### src/rtl/mem_arbiter.sv
// Arbitrates one single-port synchronous RAM between the host loader, the LSU data port
// and instruction fetch (host > data > fetch), with a starvation override for fetch.
module mem_arbiter #(
  parameter int AW     = 9,
  parameter int DW     = 32,
  parameter int STARVE = 4
) (
  input  logic          clock,
  input  logic          reset,
  input  logic          host_req,
  input  logic [AW-1:0] host_addr,
  input  logic [DW-1:0] host_wdata,
  output logic          host_gnt,
  input  logic          dat_req,
  input  logic          dat_we,
  input  logic [AW-1:0] dat_addr,
  input  logic [DW-1:0] dat_wdata,
  output logic          dat_gnt,
  output logic          dat_rvalid,
  input  logic          if_req,
  input  logic [AW-1:0] if_addr,
  output logic          if_gnt,
  output logic          if_rvalid,
  output logic [DW-1:0] rdata,
  output logic [AW-1:0] ram_addr,
  output logic          ram_we,
  output logic [DW-1:0] ram_wdata,
  input  logic [DW-1:0] ram_rdata,
  output logic          if_stall
);

  typedef enum logic [1:0] {
    TAG_NONE = 2'd0,
    TAG_DAT  = 2'd1,
    TAG_IF   = 2'd2
  } tag_t;

  localparam logic [3:0] STARVE_LIM = 4'(STARVE);

  if (STARVE < 1 || STARVE > 15) begin : g_bad_starve
    $error("mem_arbiter: STARVE must be in 1..15");
  end

  tag_t       tag;
  logic [3:0] wait_cnt;
  logic       starved;

  assign starved = (wait_cnt == STARVE_LIM);

  // Host is never overridden; a starved fetch jumps ahead of data only.
  always_comb begin
    host_gnt = 1'b0;
    dat_gnt  = 1'b0;
    if_gnt   = 1'b0;
    if (!reset) begin
      if (host_req) begin
        host_gnt = 1'b1;
      end else if (if_req && (starved || !dat_req)) begin
        if_gnt = 1'b1;
      end else if (dat_req) begin
        dat_gnt = 1'b1;
      end
    end
  end

  always_comb begin
    ram_addr  = '0;
    ram_we    = 1'b0;
    ram_wdata = '0;
    if (host_gnt) begin
      ram_addr  = host_addr;
      ram_we    = 1'b1;
      ram_wdata = host_wdata;
    end else if (dat_gnt) begin
      ram_addr  = dat_addr;
      ram_we    = dat_we;
      ram_wdata = dat_wdata;
    end else if (if_gnt) begin
      ram_addr  = if_addr;
    end
  end

  always_ff @(posedge clock) begin
    if (reset) begin
      tag      <= TAG_NONE;
      wait_cnt <= '0;
    end else begin
      if (dat_gnt && !dat_we) begin
        tag <= TAG_DAT;
      end else if (if_gnt) begin
        tag <= TAG_IF;
      end else begin
        tag <= TAG_NONE;
      end

      if (!if_req || if_gnt) begin
        wait_cnt <= '0;
      end else if (!starved) begin
        wait_cnt <= wait_cnt + 4'd1;
      end
    end
  end

  // Gating with reset drops a read whose grant landed just before reset asserted.
  assign dat_rvalid = (tag == TAG_DAT) && !reset;
  assign if_rvalid  = (tag == TAG_IF) && !reset;
  assign rdata      = ram_rdata;
  assign if_stall   = if_req && !if_gnt && !reset;

endmodule
### config.mk
export PLATFORM = sky130hd
export DESIGN_NAME = mem_arbiter
export DESIGN_NICKNAME = d
export VERILOG_FILES = /design/src/rtl/mem_arbiter.sv
export SDC_FILE = /design/constraint.sdc
export NUM_CORES = 1
export LEC_CHECK = 0
export CAP_MARGIN = 20
export CORE_MARGIN = 3
export CORE_UTILIZATION = 18
export CTS_BUF_LIST = sky130_fd_sc_hd__clkbuf_4 sky130_fd_sc_hd__clkbuf_8
export CTS_CLUSTER_DIAMETER = 100
export DETAILED_ROUTE_END_ITERATION = 7
export PLACE_DENSITY = 0.89
export SLEW_MARGIN = 40
export SYNTH_ARGS = -nofsm -noshare
export SYNTH_HDL_FRONTEND = slang
export SYNTH_SLANG_ARGS = --single-unit
### constraint.sdc
create_clock -name clock -period 1.5 [get_ports clock]
set_input_delay 0.15 -clock clock [delete_from_list [all_inputs] [get_ports clock]]
set_output_delay 0.15 -clock clock [all_outputs]
set_load 0.02 [all_outputs]
# == After elaboration in Yosys (flattened, before gate mapping) ==
# Index checks and enable logic that the tools add are counted.
# op_classes
n_addsub,1
n_eq_ne,3
muxes,18
reduce_logical,15
# ops
operator,count
$mux W32,2
$mux W9,3
$mux W1,12
$logic_and A1 B1 Y1,6
$logic_not A1 Y1,5
$add A4 B1 Y4 const B,1
$eq A4 B3 Y1 const B,1
$reduce_or A2 Y1,2
$eq A2 B1 Y1 const B,1
$eq A2 B2 Y1 const B,1
$logic_or A1 B1 Y1,2
$mux W2,1
# word_totals
ff_bits,6
out_inout_bits,80
word_cells,40

# == Longest topological paths before layout ==
# Gate-level depths: netlist of run 1.
# logic_depth
word_depth,9
ltp_mapped,6

# == Worst setup path before layout of run 1 ==
# Ideal clock, no wire load.
# synth_path
kind,reg2out
start,reg wait_cnt[0]
end,out ram_wdata[23]
arrival_ns,1.652
t_required_ns,1.350
slack_ns,-0.302
path_stages_with_launch,7
n_path_buf,1
path_cell_list,dfxtp_1 inv_1 ha_1 and4b_4 nor3_4 buf_2 a22o_1
# synth_between
elab_chain_len,8
# synth_rtl
item,line,source
from (decl),45,logic [3:0] wait_cnt;
from (signal assigned),99,wait_cnt <= wait_cnt + 4'd1;
$eq A4 B3 Y1,48,assign starved = (wait_cnt == STARVE_LIM);
$logic_or A1 B1 Y1,58,end else if (if_req && (starved || !dat_req)) begin
$logic_and A1 B1 Y1,58,
$mux W1,58,
$mux W1,56,if (host_req) begin
$mux W1,55,if (!reset) begin
via dat_gnt,18,"output logic dat_gnt,"
$mux W32,74,end else if (dat_gnt) begin
$mux W32,70,if (host_gnt) begin
to (decl),27,"output logic [DW-1:0] ram_wdata,"
# The timed path passes the listed nets, and every way through them passes these cells.

# == Worst setup path in the final report of run 1 ==
# layout_path
start,reg wait_cnt[0]
end,out ram_addr[3]
# layout_between
elab_chain_len,9
elab_cells_between_ends,12
cone_classes,1 x eq/ne; 9 x mux; 2 x reduce/logical
# layout_rtl
item,line,source
$eq A4 B3 Y1 *,48,
$logic_or A1 B1 Y1 *,58,
$logic_and A1 B1 Y1 *,58,
$mux W1,58,
$mux W1,56,
$mux W1,55,
$mux W9,78,end else if (if_gnt) begin
$mux W9 *,74,
$mux W9 *,70,
to (decl),25,"output logic [AW-1:0] ram_addr,"
# Every way passes the cells marked *; elsewhere a longest branch is shown, timed or not.

==> results.cfg, run 1 <==
[timing]
max_freq_ghz = 0.521
tightest_slew_ns = 0.223
rsz0062_at_grt = true
skew_ns = 0.00188
drv_slew = 0
fin_ws_ns = -0.418
hold_viol_final = 0
finalSetupViolCount = 45
whs_ns = 0.300
fin_crit_sh_pct = 128
period_minus_slack_ns = 1.92
max_slew_margin_pct = 85.0

[synth]
synth_fp_nets = 257
synth_area_um2 = 1080
synthCells = 126
synth.distinct_cells = 26
yosysTopAreaCell = a22o_1
syn_area_per_cell_um2 = 8.58
ys_top_cells_by_count = a22o_1 (32), buf_4 (32), a221o_1 (9), and2_1 (9), buf_2 (7)
ys_seq_area_share_pct = 11.1
async_reset_ff_share_pct = 0
synth_edf_count = 0
ys.flop_type = dfxtp_1
synth_top_area_share_pct = 25.9
yosys_warnings = 0
ys_seq_elements = 6
yosys-top-cells-area = a22o_1 (26%), buf_4 (22%), dfxtp_1 (11%), a221o_1 (8.3%), and2_1 (5.2%)

[critical_path]
criticalPathCategory = reg2out
crit_path_cell_trace = inv_2 > ha_4 > and4b_4 > nor3_4 > buf_6 > buf_12 > a221o_1 > buf_6
crit_arrival_ns = 1.77
cpPeakStageDelay_ns = 0.32
critPathMaxFanout = 10
endpoint_kind = primary output
cp-start-kind = flop
slowest_stage = a221o_1
required_ns = 1.35
crit_path_frequent_cell = buf_6

[global_routing]
grt_pass1_wl_um = 9810
antenna_found_initial = 0
grt-ovfl-total = 0
grt.total_usage_pct = 17.8
grt_pass1_vias = 1700
grt_max_degree = 20

[placed_design]
hpwl_um = 4740
gp_congestion = 0.807
port_buffers = 144

[clocking]
max-clock-path-buffers = 2
clkSinkCount = 6
cts_buffers = 3
htreeDepth = 1
clk_latency_ns = 0.23
ctsHoldBuffers = 0
root_buffer = clkbuf_8
cts_tree = yes
clk_pin_slew_worst_paths_ns = 0.04

[die]
io_pins = 209
initial_core_util_pct = 19.2
num_rows = 27
dieHeight_um = 83.5
core_um2 = 5640
dieArea_um2 = 6970
die_w_um = 83.5

[drt]
drc = 0
drt-total-wl_um = 6610
highest_layer = met4
met3_length_um = 426
antenna_left = 0
wl_met1_um = 2580
route.met2.wl_um = 3560
drt_iter0_drc = 37
avgRoutedWirePerCell_um = 19.6
routed_via_density = 4.64
dr_total_vias = 1564
dr.pass1.iters = 4

[run_status]
violations = setup timing
status = complete, but fails checks

[power]
clock_power_share_pct = 19.6
swShare_pct = 31.6
power.switching_mw = 0.422
p_comb_share_pct = 67.7
pwr_density_cell_nw_per_um2 = 422
seq_power_share_pct = 12.6
peakVddDrop_v = 0.000393
finalPower_mw = 1.34
internal_power_mw = 0.915
p_leak_nw = 1.42

[job]
max-cap-violations = 0

[final_layout]
nNetsFinal = 398
antenna_cells = 0
layout-drive-gt1-share_pct = 46.8
synthToLayoutAreaGrowth_pct = 193
fill_cells = 497

[worst_hold_path]
worstHoldPathType = in2out
worst paths after layout:
check	startpoint	end	slack, ns	cells after the start
max reg2reg	wait_cnt[0]	wait_cnt[3]	0.02	10
min reg2reg	wait_cnt[1]	wait_cnt[1]	0.61	3
max	wait_cnt[0]	ram_addr[3]	-0.42	8
min	ram_rdata[15]	rdata[15]	0.30	0
routing by layer:
layer | track usage (%) | up-vias
met5 | 0 | -
met4 | 3.07 | 0
met3 | 3.95 | 5
met2 | 32.4 | 93
met1 | 21.5 | 739
li1 | - | 727
logic make-up after synthesis:
group,Yosys count,share of synthesized area [%]
AOI/OAI and AO/OA,46,38.8
xor gates and xnor gates,2,1.62
adders and majority gates,2,2.31
buffers and inverters,44,27.9
DFF,6,11.1
muxes,2,1.85
and+or+nand+nor,24,16.4
metrics by stage:
step | area (µm²) | instances | util (%) | worst slack (ns) | setup TNS (ns)
6_report | 3170 | 337 | 56.2 | -0.418 | -15.19
5_1_grt | 3170 | 337 | 56.2 | -0.487 | -18.74
4_1_cts | 3130 | 335 | 55.4 | -0.453 | -15.78
3_5_place_dp | 2800 | 318 | 49.6 | -0.737 | -32.15
3_3_place_gp | 2800 | 318 | 49.6 | -0.720 | -31.71
2_1_floorplan | 1380 | 126 | - | -0.123 | -3.39
power by group through the flow:
stage | logic, mW | clock network [mW] | registers, mW
3_3_place_gp | 0.795 | 0 | 0.171
4_1_cts | 0.900 | 0.271 | 0.169
6_report | 0.906 | 0.263 | 0.169
5_1_grt | 0.950 | 0.272 | 0.169
2_1_floorplan | 0.439 | 0 | 0.173
3_5_place_dp | 0.805 | 0 | 0.172
worst max-delay path: cells and delay by family (launching register included):
kind                     cells  cell delay (ns)
AO/OA/AOI/OAI                1             0.32
adder cells (fa/ha/maj)      1             0.13
buffers and inverters        4             0.47
flip-flops                   1             0.31
AND/OR/NAND/NOR              2             0.30
flip-flops by register name, summed over array words and instances, names as in the netlist:
signal	count
wait_cnt	4
tag	2
final cells by class:
type	count	area, µm²	area share [%]
multi-input cells	76	956	30.1
repair buffers	176	1950	61.4
inverters	4	15.0	0.474
clock buffers	3	41.3	1.30
well taps	72	90.1	2.84
flip-flops and latches	6	123	3.87
timing repair:
action	4_1_cts	5_1_grt
endpoints found under the hold margin	0	0
pin swaps	10	5
buffers inserted	11	1
cloned	5	1
endpoints found under the setup margin	48	50
gates resized for setup	288	4
cell usage in the layout, fill, tap and decap left out, types with 3 or more instances in the layout:
master and count:
dlygate4sd2_1 3, clkbuf_8 3, buf_6 50, buf_16 4
buf_12 5, a22o_4 30, buf_4 16, and2_1 9
a221o_1 9, dfxtp_1 4, nor2_1 3, clkdlybuf4s50_1 94
No activity file was read; power rests on OpenSTA's default activity.
==> run 2, diff against run 1 <==
--- a/config.mk
+++ b/config.mk
@@ -6,12 +6,12 @@
 export NUM_CORES = 1
 export LEC_CHECK = 0
 export CAP_MARGIN = 20
-export CORE_MARGIN = 3
-export CORE_UTILIZATION = 18
+export CORE_AREA = 3 3 80 82
 export CTS_BUF_LIST = sky130_fd_sc_hd__clkbuf_4 sky130_fd_sc_hd__clkbuf_8
 export CTS_CLUSTER_DIAMETER = 100
 export DETAILED_ROUTE_END_ITERATION = 7
-export PLACE_DENSITY = 0.89
+export DIE_AREA = 0 0 83 85
+export PLACE_DENSITY = 0.88
 export SLEW_MARGIN = 40
 export SYNTH_ARGS = -nofsm -noshare
 export SYNTH_HDL_FRONTEND = slang
==> constraint.sdc (replaced) <==
create_clock -name clock -period 2 [get_ports clock]
set_input_delay 0.2 -clock clock [delete_from_list [all_inputs] [get_ports clock]]
set_output_delay 0.2 -clock clock [all_outputs]
set_load 0.02 [all_outputs]
==> run 2 against run 1 <==
Via count fell by 4.0%; the flow still finishes with violations (setup timing); clock skew is 0.0018 ns lower; non-clock buffer count fell by 7; wire length fell by 21%; critical path depth unchanged; highest routed layer unchanged; count of clock-buffer cells in the layout unchanged; worst hold slack better by 0.10 ns; design area is 17% lower; cell count fell by 1.2%; flip-flop and latch count unchanged.
==> results.cfg, run 2 (same netlist as run 1, synthesis figures left out) <==
[critical_path]
cp.depth = 8
cpPeakStageDelay_ns = 0.33
crit_path_cell_trace = inv_2 > ha_4 > and4b_4 > nor3_4 > buf_6 > clkbuf_16 > a22o_1 > buf_4
required_ns = 1.80
r2r_cells = 8
critPathLaunch = wait_cnt[1]
critPathBufInv = 4
cp_top_family = simple AND/OR/NAND/NOR gates
worst_r2r_startpoint = wait_cnt[0]
reg2reg_setup_slack_ns = 0.59
crit_path_end = ram_wdata[26]
slowest_stage = dfxtp_2
crit_arrival_ns = 1.81
critPathMaxFanout = 6
r2r_end = wait_cnt[1]
criticalPathCategory = reg2out
endpoint_kind = primary output
cp-start-kind = flop

[drt]
drt_iter0_drc = 38
drc = 0
avgRoutedWirePerCell_um = 15.6
drt-total-wl_um = 5200
routed_via_density = 4.51
dr_total_vias = 1502
antenna_left = 0
dr.pass1.iters = 4

[timing]
period_minus_slack_ns = 2.01
drv_slew = 0
rsz0062_at_grt = true
fin_crit_sh_pct = 100
finalSetupViolCount = 3
max_slew_margin_pct = 79.8
fin_ws_ns = -0.00557
max_freq_ghz = 0.499
hold_viol_final = 0
skew_ns = 0.000101
tightest_slew_ns = 0.301

[final_layout]
largest-register = wait_cnt
antenna_cells = 0
synthToLayoutAreaGrowth_pct = 144
fill_cells = 588
largest_register_ffs = 4
final_core_utilization_pct = 45.3
final_common_cell = clkdlybuf4s50_1
design_area_um2 = 2640
register_area_um2 = 123
layout-drive-gt1-share_pct = 31.4
multi_input_area_um2 = 677
nNetsFinal = 391
layout_common_cells = clkdlybuf4s50_1 (96), a22o_1 (32), buf_4 (27), buf_6 (25)
largest_registers = wait_cnt (4), tag (2)

[die]
core_um2 = 5820
io_pins = 209
dieHeight_um = 85
die_w_um = 83
initial_core_util_pct = 18.6
num_rows = 28
dieArea_um2 = 7060

[clocking]
max-clock-path-buffers = 2
cts_buffers = 3
clkSinkCount = 6
htreeDepth = 1
clk_pin_slew_worst_paths_ns = 0.04
clk_latency_ns = 0.23
root_buffer = clkbuf_8
cts_tree = yes

[placed_design]
gp_congestion = 0.791
place_area_um2 = 2520
hpwl_um = 4100
port_buffers = 144

[global_routing]
grt-ovfl-total = 0
grt_pass1_vias = 1523
grt_pass1_wl_um = 7490
antenna_found_initial = 0
grt.total_usage_pct = 12.8
grt_max_degree = 24

[job]
max-cap-violations = 0

[power]
finalPower_mw = 0.861
p_leak_nw = 1.20
peakVddDrop_v = 0.000336
pwr_density_cell_nw_per_um2 = 327

[worst_hold_path]
worstHoldPathType = in2out

[run_status]
status = complete, but fails checks
violations = setup timing
## run 2: cell types whose count changed in the layout (fill, tap and decap cells not counted), sizes merged
cell and delta:
buf -10, clkdlybuf4s50 +2, dlymetal6s2s +2, bufbuf -1, clkbuf +1, dlygate4sd2 -1
## run 2: layout make-up
| class | count | share of cell area, % |
|---|---|---|
| clock buffer | 3 | 1.57 |
| sequential | 6 | 4.65 |
| inverter | 4 | 0.570 |
| timing repair buffer | 169 | 64.0 |
| tap | 75 | 3.56 |
| multi-input combinational | 76 | 25.7 |
## run 2: stage by stage
stage / hold slack (ns) / worst slack, ns / instances / TNS (ns)
6_report: 0.400 / -0.00557 / 333 / -0.0127
5_1_grt: 0.400 / -0.0686 / 333 / -1.36
4_1_cts: 0.400 / -0.0875 / 327 / -0.126
3_5_place_dp: 0.400 / -0.376 / 323 / -13.45
3_3_place_gp: 0.400 / -0.312 / 323 / -11.68
2_1_floorplan: 0.273 / 0.148 / 126 / 0
## run 2: worst reg2reg max path, stage by stage, from the launching register on
cell and delay [ns]:
dfxtp_2 0.31, inv_2 0.07, ha_4 0.13, buf_4 0.11, nand3b_4 0.09, buf_4 0.17
a2bb2oi_1 0.20, buf_4 0.17, nor2_1 0.05
## run 2: metal layers
| layer | global-route usage [%] | up-vias | routed length, µm |
|---|---|---|---|
| met2 | 22.9 | 120 | 2650 |
| met4 | 3.57 | 0 | 72 |
| met3 | 5.05 | 16 | 524 |
| met1 | 14.0 | 654 | 1950 |
| met5 | 0 | - | 0 |
| li1 | - | 712 | - |
## run 2: worst min path at each step
stage | start | end | slack [ns] | depth (start not counted)
global route | ram_rdata[0] | rdata[0] | 0.40 | 0
finish | ram_rdata[23] | rdata[23] | 0.40 | 0
CTS | ram_rdata[14] | rdata[14] | 0.40 | 0
global placement | ram_rdata[14] | rdata[14] | 0.40 | 0
detailed placement | ram_rdata[14] | rdata[14] | 0.40 | 0
floorplan | host_req | tag[1] | 0.27 | 1
## run 2: timing repair
action / in CTS / in global routing
pin swaps: 0 / 7
gates resized for setup: 173 / 73
gates cloned: 0 / 2
hold buffers: 0 / 0
setup buffers: 1 / 4
setup endpoints to repair: 46 / 45
## run 2: where the power goes
group	internal, mW	leakage [nW]	switching (mW)
registers	0.125	0.0496	0.00208
logic	0.343	1.13	0.206
clock network	0.130	0.0216	0.0553
total	0.597	1.20	0.263
